`config.mk`:
```
export PLATFORM = sky130hd
export DESIGN_NAME = muldiv_unit
export DESIGN_NICKNAME = d
export VERILOG_FILES = /design/src/rtl/muldiv_unit.sv
export SDC_FILE = /design/constraint.sdc
export NUM_CORES = 1
export LEC_CHECK = 0
export ABC_AREA = 1
export CAP_MARGIN = 15
export CORE_MARGIN = 2
export CORE_UTILIZATION = 59
export DETAILED_ROUTE_END_ITERATION = 8
export GPL_ROUTABILITY_DRIVEN = 0
export GPL_TIMING_DRIVEN = 1
export HOLD_SLACK_MARGIN = 0.1
export PLACE_DENSITY = 0.82
export SETUP_SLACK_MARGIN = 0.3
export SLEW_MARGIN = 15
export SYNTH_ARGS = -nofsm -noshare
export SYNTH_HDL_FRONTEND = slang
export SYNTH_SLANG_ARGS = --single-unit
```
`constraint.sdc`:
```
create_clock -name clock -period 3.7 [get_ports clock]
set_input_delay 0.37 -clock clock [delete_from_list [all_inputs] [get_ports clock]]
set_output_delay 0.37 -clock clock [all_outputs]
set_load 0.1 [all_outputs]
```
`src/rtl/muldiv_unit.sv`:
```
// Iterative multiply/divide unit: shift-add multiply and restoring divide, one bit per cycle.
// Optional signed support is enabled by defining MULDIV_SIGNED_EN.
`timescale 1ns/1ps
module muldiv_unit #(
    parameter int WIDTH = 32
) (
    input  logic             clock,
    input  logic             reset,
    input  logic             start,
    input  logic [1:0]       op,
    input  logic [WIDTH-1:0] data_a,
    input  logic [WIDTH-1:0] data_b,
    output logic             busy,
    output logic             done,
    output logic [WIDTH-1:0] result_hi,
    output logic [WIDTH-1:0] result_lo,
    output logic [2:0]       flag
);
    typedef enum logic [1:0] {IDLE = 2'd0, CALC = 2'd1, DONE = 2'd2} state_t;
    localparam int CNT_W = $clog2(WIDTH) + 1;

    state_t           state_q, state_d;
    logic [CNT_W-1:0] cnt_q, cnt_d;
    logic [WIDTH-1:0] hi_q, hi_d, lo_q, lo_d, b_q, b_d;
    logic             div_q, div_d;
    logic [WIDTH-1:0] res_hi_q, res_hi_d, res_lo_q, res_lo_d;
    logic [2:0]       flag_q, flag_d;

    logic [WIDTH-1:0] a_mag, b_mag;
    logic             sgn_op, neg_res, neg_rem;

`ifdef MULDIV_SIGNED_EN
    logic a_neg, b_neg;
    logic sgn_q, nres_q, nrem_q;

    assign a_neg = op[1] & data_a[WIDTH-1];
    assign b_neg = op[1] & data_b[WIDTH-1];
    assign a_mag = a_neg ? -data_a : data_a;
    assign b_mag = b_neg ? -data_b : data_b;

    // Sign fix-up bits are captured with the operands and applied when results are latched.
    always_ff @(posedge clock or negedge reset) begin
        if (!reset) begin
            sgn_q  <= 1'b0;
            nres_q <= 1'b0;
            nrem_q <= 1'b0;
        end else if (state_q == IDLE && start) begin
            sgn_q  <= op[1];
            nres_q <= a_neg ^ b_neg;
            nrem_q <= a_neg;
        end
    end

    assign sgn_op  = sgn_q;
    assign neg_res = nres_q;
    assign neg_rem = nrem_q;
`else
    logic unused_op1;
    assign unused_op1 = op[1];
    assign a_mag   = data_a;
    assign b_mag   = data_b;
    assign sgn_op  = 1'b0;
    assign neg_res = 1'b0;
    assign neg_rem = 1'b0;
`endif

    logic [WIDTH:0]     sum, rem_sh, diff;
    logic [WIDTH-1:0]   it_hi, it_lo;
    logic [2*WIDTH-1:0] prod;
    logic [WIDTH-1:0]   quot, rem, fin_hi, fin_lo;
    logic               fin_zero, fin_ovf;

    // One iteration: multiply adds the multiplicand on the multiplier LSB then shifts right;
    // divide shifts the next dividend bit into the remainder and subtracts if it fits.
    assign sum    = {1'b0, hi_q} + (lo_q[0] ? {1'b0, b_q} : {(WIDTH+1){1'b0}});
    assign rem_sh = {hi_q, lo_q[WIDTH-1]};
    assign diff   = rem_sh - {1'b0, b_q};
    assign it_hi  = div_q ? (diff[WIDTH] ? rem_sh[WIDTH-1:0] : diff[WIDTH-1:0]) : sum[WIDTH:1];
    assign it_lo  = div_q ? {lo_q[WIDTH-2:0], ~diff[WIDTH]} : {sum[0], lo_q[WIDTH-1:1]};

    assign prod     = neg_res ? -{it_hi, it_lo} : {it_hi, it_lo};
    assign quot     = neg_res ? -it_lo : it_lo;
    assign rem      = neg_rem ? -it_hi : it_hi;
    assign fin_hi   = div_q ? rem  : prod[2*WIDTH-1:WIDTH];
    assign fin_lo   = div_q ? quot : prod[WIDTH-1:0];
    assign fin_zero = div_q ? (fin_lo == '0) : ({fin_hi, fin_lo} == '0);
    assign fin_ovf  = !div_q && (sgn_op ? (fin_hi != {WIDTH{fin_lo[WIDTH-1]}}) : (fin_hi != '0));

    always_comb begin
        state_d  = state_q;
        cnt_d    = cnt_q;
        hi_d     = hi_q;
        lo_d     = lo_q;
        b_d      = b_q;
        div_d    = div_q;
        res_hi_d = res_hi_q;
        res_lo_d = res_lo_q;
        flag_d   = flag_q;
        unique case (state_q)
            IDLE: begin
                if (start) begin
                    div_d = op[0];
                    cnt_d = '0;
                    hi_d  = '0;
                    lo_d  = op[0] ? a_mag : b_mag;
                    b_d   = op[0] ? b_mag : a_mag;
                    if (op[0] && data_b == '0) begin
                        state_d  = DONE;
                        res_hi_d = data_a;
                        res_lo_d = '1;
                        flag_d   = 3'b010;
                    end else begin
                        state_d = CALC;
                    end
                end
            end
            CALC: begin
                cnt_d = cnt_q + 1'b1;
                hi_d  = it_hi;
                lo_d  = it_lo;
                if (cnt_q == CNT_W'(WIDTH - 1)) begin
                    state_d  = DONE;
                    res_hi_d = fin_hi;
                    res_lo_d = fin_lo;
                    flag_d   = {fin_ovf, 1'b0, fin_zero};
                end
            end
            DONE: begin
                state_d = IDLE;
            end
            default: begin
                state_d = IDLE;
            end
        endcase
    end

    always_ff @(posedge clock or negedge reset) begin
        if (!reset) begin
            state_q  <= IDLE;
            cnt_q    <= '0;
            hi_q     <= '0;
            lo_q     <= '0;
            b_q      <= '0;
            div_q    <= 1'b0;
            res_hi_q <= '0;
            res_lo_q <= '0;
            flag_q   <= '0;
        end else begin
            state_q  <= state_d;
            cnt_q    <= cnt_d;
            hi_q     <= hi_d;
            lo_q     <= lo_d;
            b_q      <= b_d;
            div_q    <= div_d;
            res_hi_q <= res_hi_d;
            res_lo_q <= res_lo_d;
            flag_q   <= flag_d;
        end
    end

    assign busy      = (state_q != IDLE);
    assign done      = (state_q == DONE);
    assign result_hi = res_hi_q;
    assign result_lo = res_lo_q;
    assign flag      = flag_q;
endmodule

```
## Word level (Yosys, flattened, before mapping)

Index checks and enable logic that the tools add are counted.
W data, S select, Z words.

- Output and inout bits: 69
- Input bits: 69
- Bits in registers: 172

- Bitwise gates (word level): 1
- Muxes and demuxes: 29
- Reduce and logical (&&, ||, !) cells: 14
- Add/subtract/negate cells: 3
- Eq/ne operators: 6

Operators with widths:

| kind | number |
|---|---|
| $mux W32 | 14 |
| $pmux W32 S2 | 4 |
| $logic_not A32 Y1 | 2 |
| $logic_not A64 Y1 | 1 |
| $add A32 B32 Y33 | 1 |
| $sub A33 B32 Y33 | 1 |
| $reduce_bool A32 Y1 | 1 |
| $pmux W6 S2 | 1 |
| $mux W3 | 3 |
| $add A6 B1 Y6 const B | 1 |
| $eq A6 B5 Y1 const B | 1 |
| $mux W2 | 3 |
| $mux W6 | 1 |
| $ne A2 B2 Y1 const B | 3 |
| $pmux W3 S2 | 1 |
| $reduce_and A2 Y1 | 3 |
| $pmux W2 S2 | 1 |
| $reduce_and A4 Y1 | 1 |
| $reduce_bool A2 Y1 | 2 |
| $eq A2 B1 Y1 const B | 1 |
| $eq A2 B2 Y1 const B | 1 |
| $logic_and A1 B1 Y1 | 2 |
| $logic_not A2 Y1 | 1 |
| $logic_not A1 Y1 | 1 |
| 2 further kinds | 2 |

## Longest topological paths before layout

- Word-level depth: 7
- Mapped depth: 28

## Worst setup path after synthesis

Ideal clock, no wire load.

- Path type: register -> register
- Start point: reg lo_q[0]
- End point: reg flag_q[0], in the netlist flag[0]
- Arrival: 2.926 ns
- Required time: 3.580 ns
- Path buffers: 2
- Slack: 0.654 ns
- Stages on the path, launching flop included: 27
- Clock period less this slack: 3.046 ns
- Path through: dfrtp_1 -> clkbuf_1 -> clkbuf_1 -> nand2_1 -> inv_1 -> ha_1 -> inv_1 -> fa_1 -> inv_1 -> nand3_1 -> nand2_1 -> nand3_1 -> nand2_1 -> nand3_1 -> nand2_1 -> inv_1 -> or2_2 -> nand3_1 -> nand2_1 -> nand2_1 -> nor2_1 -> nand2_1 -> nor2_1 -> nand2_1 -> nand2_1 -> nand2_1 -> nand2_1

- Cells in the longest elaborated chain, start to end: 7
- Elaborated cells between the ends (all ways): 9
- Classes of those cells: add/sub (1); mux (6); reduce/logical (2)

RTL lines:

| what | line | RTL |
|---|---|---|
| start, declared | 24 | `logic [WIDTH-1:0] hi_q, hi_d, lo_q, lo_d, b_q, b_d;` |
| start signal, assigned | 152 | `lo_q <= lo_d;` |
| $mux W32 | 75 | `assign sum = {1'b0, hi_q} + (lo_q[0] ? {1'b0, b_q} : {(WIDTH+1){1'b0}});` |
| $add A32 B32 Y33 | 75 |  |
| $mux W32, on equally long branches | 79, 78 |  |
| $logic_not A64 Y1 or $logic_not A32 Y1 (tied branches) | 86 | `assign fin_zero = div_q ? (fin_lo == '0) : ({fin_hi, fin_lo} == '0);` |
| $mux W1 * | 86 |  |
| $mux W3 * | 121 | `if (cnt_q == CNT_W'(WIDTH - 1)) begin` |
| $pmux W3 S2 * | 99 | `unique case (state_q)` |
| end signal, assigned | 157 | `flag_q <= flag_d;` |
| end, declared | 27 | `logic [2:0] flag_q, flag_d;` |

Every way passes the cells marked *; elsewhere a longest branch is shown, timed or not. The select of a mux whose other input is x is not followed.
A chain may end at the register's enable or synchronous reset.

## Worst setup path in the final report

- Start point: reg lo_q[31]
- End point: reg flag_q[0], in the netlist flag[0]

- Cells in the longest elaborated chain, start to end: 7
- Elaborated cells between the ends (all ways): 10
- Classes of those cells: add/sub (1); mux (6); bitwise (1); reduce/logical (2)

RTL lines:

| what | line | RTL |
|---|---|---|
| $sub A33 B32 Y33 | 77 | `assign diff = rem_sh - {1'b0, b_q};` |
| $mux W32 or $not A1 Y1 (tied branches) | 78, 79 |  |
| $mux W32, on equally long branches | 78, 79 |  |
| $logic_not A64 Y1 or $logic_not A32 Y1 (tied branches) | 86 |  |
| $mux W1 * | 86 |  |
| $mux W3 * | 121 |  |
| $pmux W3 S2 * | 99 |  |

Marks and branches as above.

==> summary.txt <==
status - complete, but fails checks
failing checks - design-rule violations
type of the worst min-delay path - input pin to asynchronous set/reset pin
total number of vias - 15600
f_max - 298 MHz
Hold Vio Cnt, Final - 0
placed cells - 2476
critical path arrival - 3690 ps
final setup skew - 17.2 ps
Post-synth top cells - 655 x nand2_1, 316 x inv_1, 173 x nor2_1, 172 x dfrtp_1, 160 x o21ai_0
DIE HEIGHT - 156 µm
Post-Layout Cell Count - 2534
vias in the first global route - 14400
Total GRT Usage - 0.391
slowest cell on the critical path - fa_2
Crit. Startpoint - lo_q[31]
Nets - 2372
fin. max-slew vios - 0
CTS sink cnt - 172
Placed Area - 15200 µm²
IO Count - 138
r2r setup slk - 340 ps
synth top area cells - dfrtp_1 32%, nand2_1 18%, inv_1 8.7%
Pre-antenna DRT Iters - 9
Syn Area/Cell - 6.45 µm²
setup_tns - 0 ps
Buffers & Inverters on Critical Path - 3
Max-Cap Viols - 0
Crit. End Element - register
HPWL Detailed - 34700 µm
IO Port Bufs - 136
starting density of the core - 0.601
vias per cell - 6.15
Seq cells post-synth - 172
Iter 0 DRT Violations - 2426
RSZ-0062 raised after global routing - no
Critical Path Most Common Cell - nand2_1
cell row count - 55
Setup-failing EPs final - 0
minimum clock period - 3360 ps
DRC Markers - 2
layout overhead on the synthesized area - 19.8%
CP required - 4040 ps
total core area - 22600 µm²
Worst-Skew Late Latency - 450 ps
worst relative slew slack - 0.325
Cell Area, Synth - 13600 µm²
Cells after Synth - 2111
delay-heaviest family, CP - simple AND/OR/NAND/NOR gates
Yosys cell types - 51
die area - 24300 µm²
Die Wd - 156 µm
most used flip-flop cell after synthesis - dfrtp_1
largest net degree at the start of global routing - 85
fraction of registers with async set/reset - 1.00
Antenna Nets Post-Route - 0
final wirelength - 49400 µm
H-tree Lvls - 4
r2r startpoint - lo_q[31]
clock slew at reported path FFs - 80 ps
CTS Buf Count - 17
post-synth top area cell - dfrtp_1
syn_nets - 2247
first-pass GRT wire length - 74200 µm
Design Area, Final - 16300 µm²
Max Root-Sink Buffers - 2
register area share after synthesis - 0.316
root buf cell - clkbuf_16
CTS tree - built
slowest stage delay, CP - 390 ps
Yosys top cell area share - 0.316
period utilisation layout - 0.907
critical path class - register to register
share of cells above drive strength 1 - 0.0854
total gr overflow - 0
initial antenna violation count - 0
Syn. warnings - 0
CP Launch Type - register
count leader, synth - nand2_1
Slew @ Worst Pin - 1010 ps
diode count - 0
wire length per cell - 19.5 µm
crit path max fanout - 11
Post-synth EDFFs - 0
## state kept, by name, indices dropped and copies added (netlist names)
name and flops:
result_hi 32, flag 3, lo_q 32, hi_q 32, result_lo 32, cnt_q 6
b_q 32, div_q 1, state_q 2
## stage by stage
step           hold WS, ps  setup WS, ps  utilization
2_1_floorplan         74.4           654            -
3_5_place_dp           402           247        0.673
5_1_grt                508           212        0.721
6_report               453           343        0.721
3_3_place_gp           394           326        0.673
4_1_cts                492           351        0.705
## logic make-up (layout without fill, tap and decap cells)
family	Yosys count	count (layout)	synth area share
multiplexers	4	4	0.00294
buffers and inverters	411	544	0.116
flip-flops	172	172	0.316
XOR/XNOR	14	14	0.00900
AND/OR/NAND/NOR	1054	1059	0.323
AO/OA/AOI/OAI	389	389	0.170
adder cells (fa/ha/maj)	67	67	0.0627
## area by class of cell
cell class	instances	area, µm²
clock buffer	17	425
clock inverter	15	175
fill	1822	6330
inverter	329	1230
multi-input combinational	1533	8010
sequential	172	4310
tap	285	357
timing repair buffer	183	1810
## worst paths after layout
check	end	cells after the start
max in group asynchronous	result_lo[15]	3
max reg2reg	flag[0]	25
min reg2reg	result_lo[8]	2
min	result_lo[27]	2
min in group clock	result_lo[8]	2
max	flag[0]	25
## per-layer routing
layer  vias up  global-route usage  wire (µm)
met5         -                   0          0
met4         0               0.167       2480
met3       236              0.0753       6390
met2      1172               0.612      21700
met1      7078               0.533      18800
li1       7096                   -          -
## what timing repair did
item | 4_1_cts | 5_1_grt
hold endpoints to repair | 63 | 0
resized for setup | 13 | 46
pin swaps | 3 | 20
cloned | 2 | 3
endpoints found under the setup margin | 2 | 2
hold buffers | 1 | 0
buffers inserted | 1 | 19
## layout by cell type, fill, tap and decap left out, drive strengths merged, types with 2 or more instances in the layout
| cell | synthesis | layout |
|---|---|---|
| nand2 | 670 | 674 |
| inv | 329 | 337 |
| nor2 | 183 | 183 |
| dfrtp | 172 | 172 |
| o21ai | 162 | 162 |
| clkdlybuf4s50 | 0 | 134 |
| nand3 | 133 | 134 |
| a21oi | 91 | 91 |
| ha | 65 | 65 |
| o211ai | 51 | 51 |
| buf | 13 | 48 |
| o22ai | 24 | 24 |
| o221ai | 18 | 18 |
| nand4 | 17 | 17 |
| clkbuf | 69 | 17 |
| nor3 | 16 | 16 |
| or2 | 15 | 15 |
| nor4 | 13 | 13 |
| xor2 | 13 | 13 |
| a221oi | 10 | 10 |
| a21o | 7 | 7 |
| a2111oi | 6 | 6 |
| a211oi | 6 | 6 |
| a31oi | 5 | 5 |
| clkinv | 0 | 5 |
| mux2i | 4 | 4 |
| nand3b | 4 | 4 |
| o31ai | 2 | 2 |
| o21bai | 2 | 2 |
| o21a | 2 | 2 |
| fa | 2 | 2 |
Power is left out: the tool's default activity adds up to more than one toggle a clock period on the data nets, which glitch-free logic cannot reach.
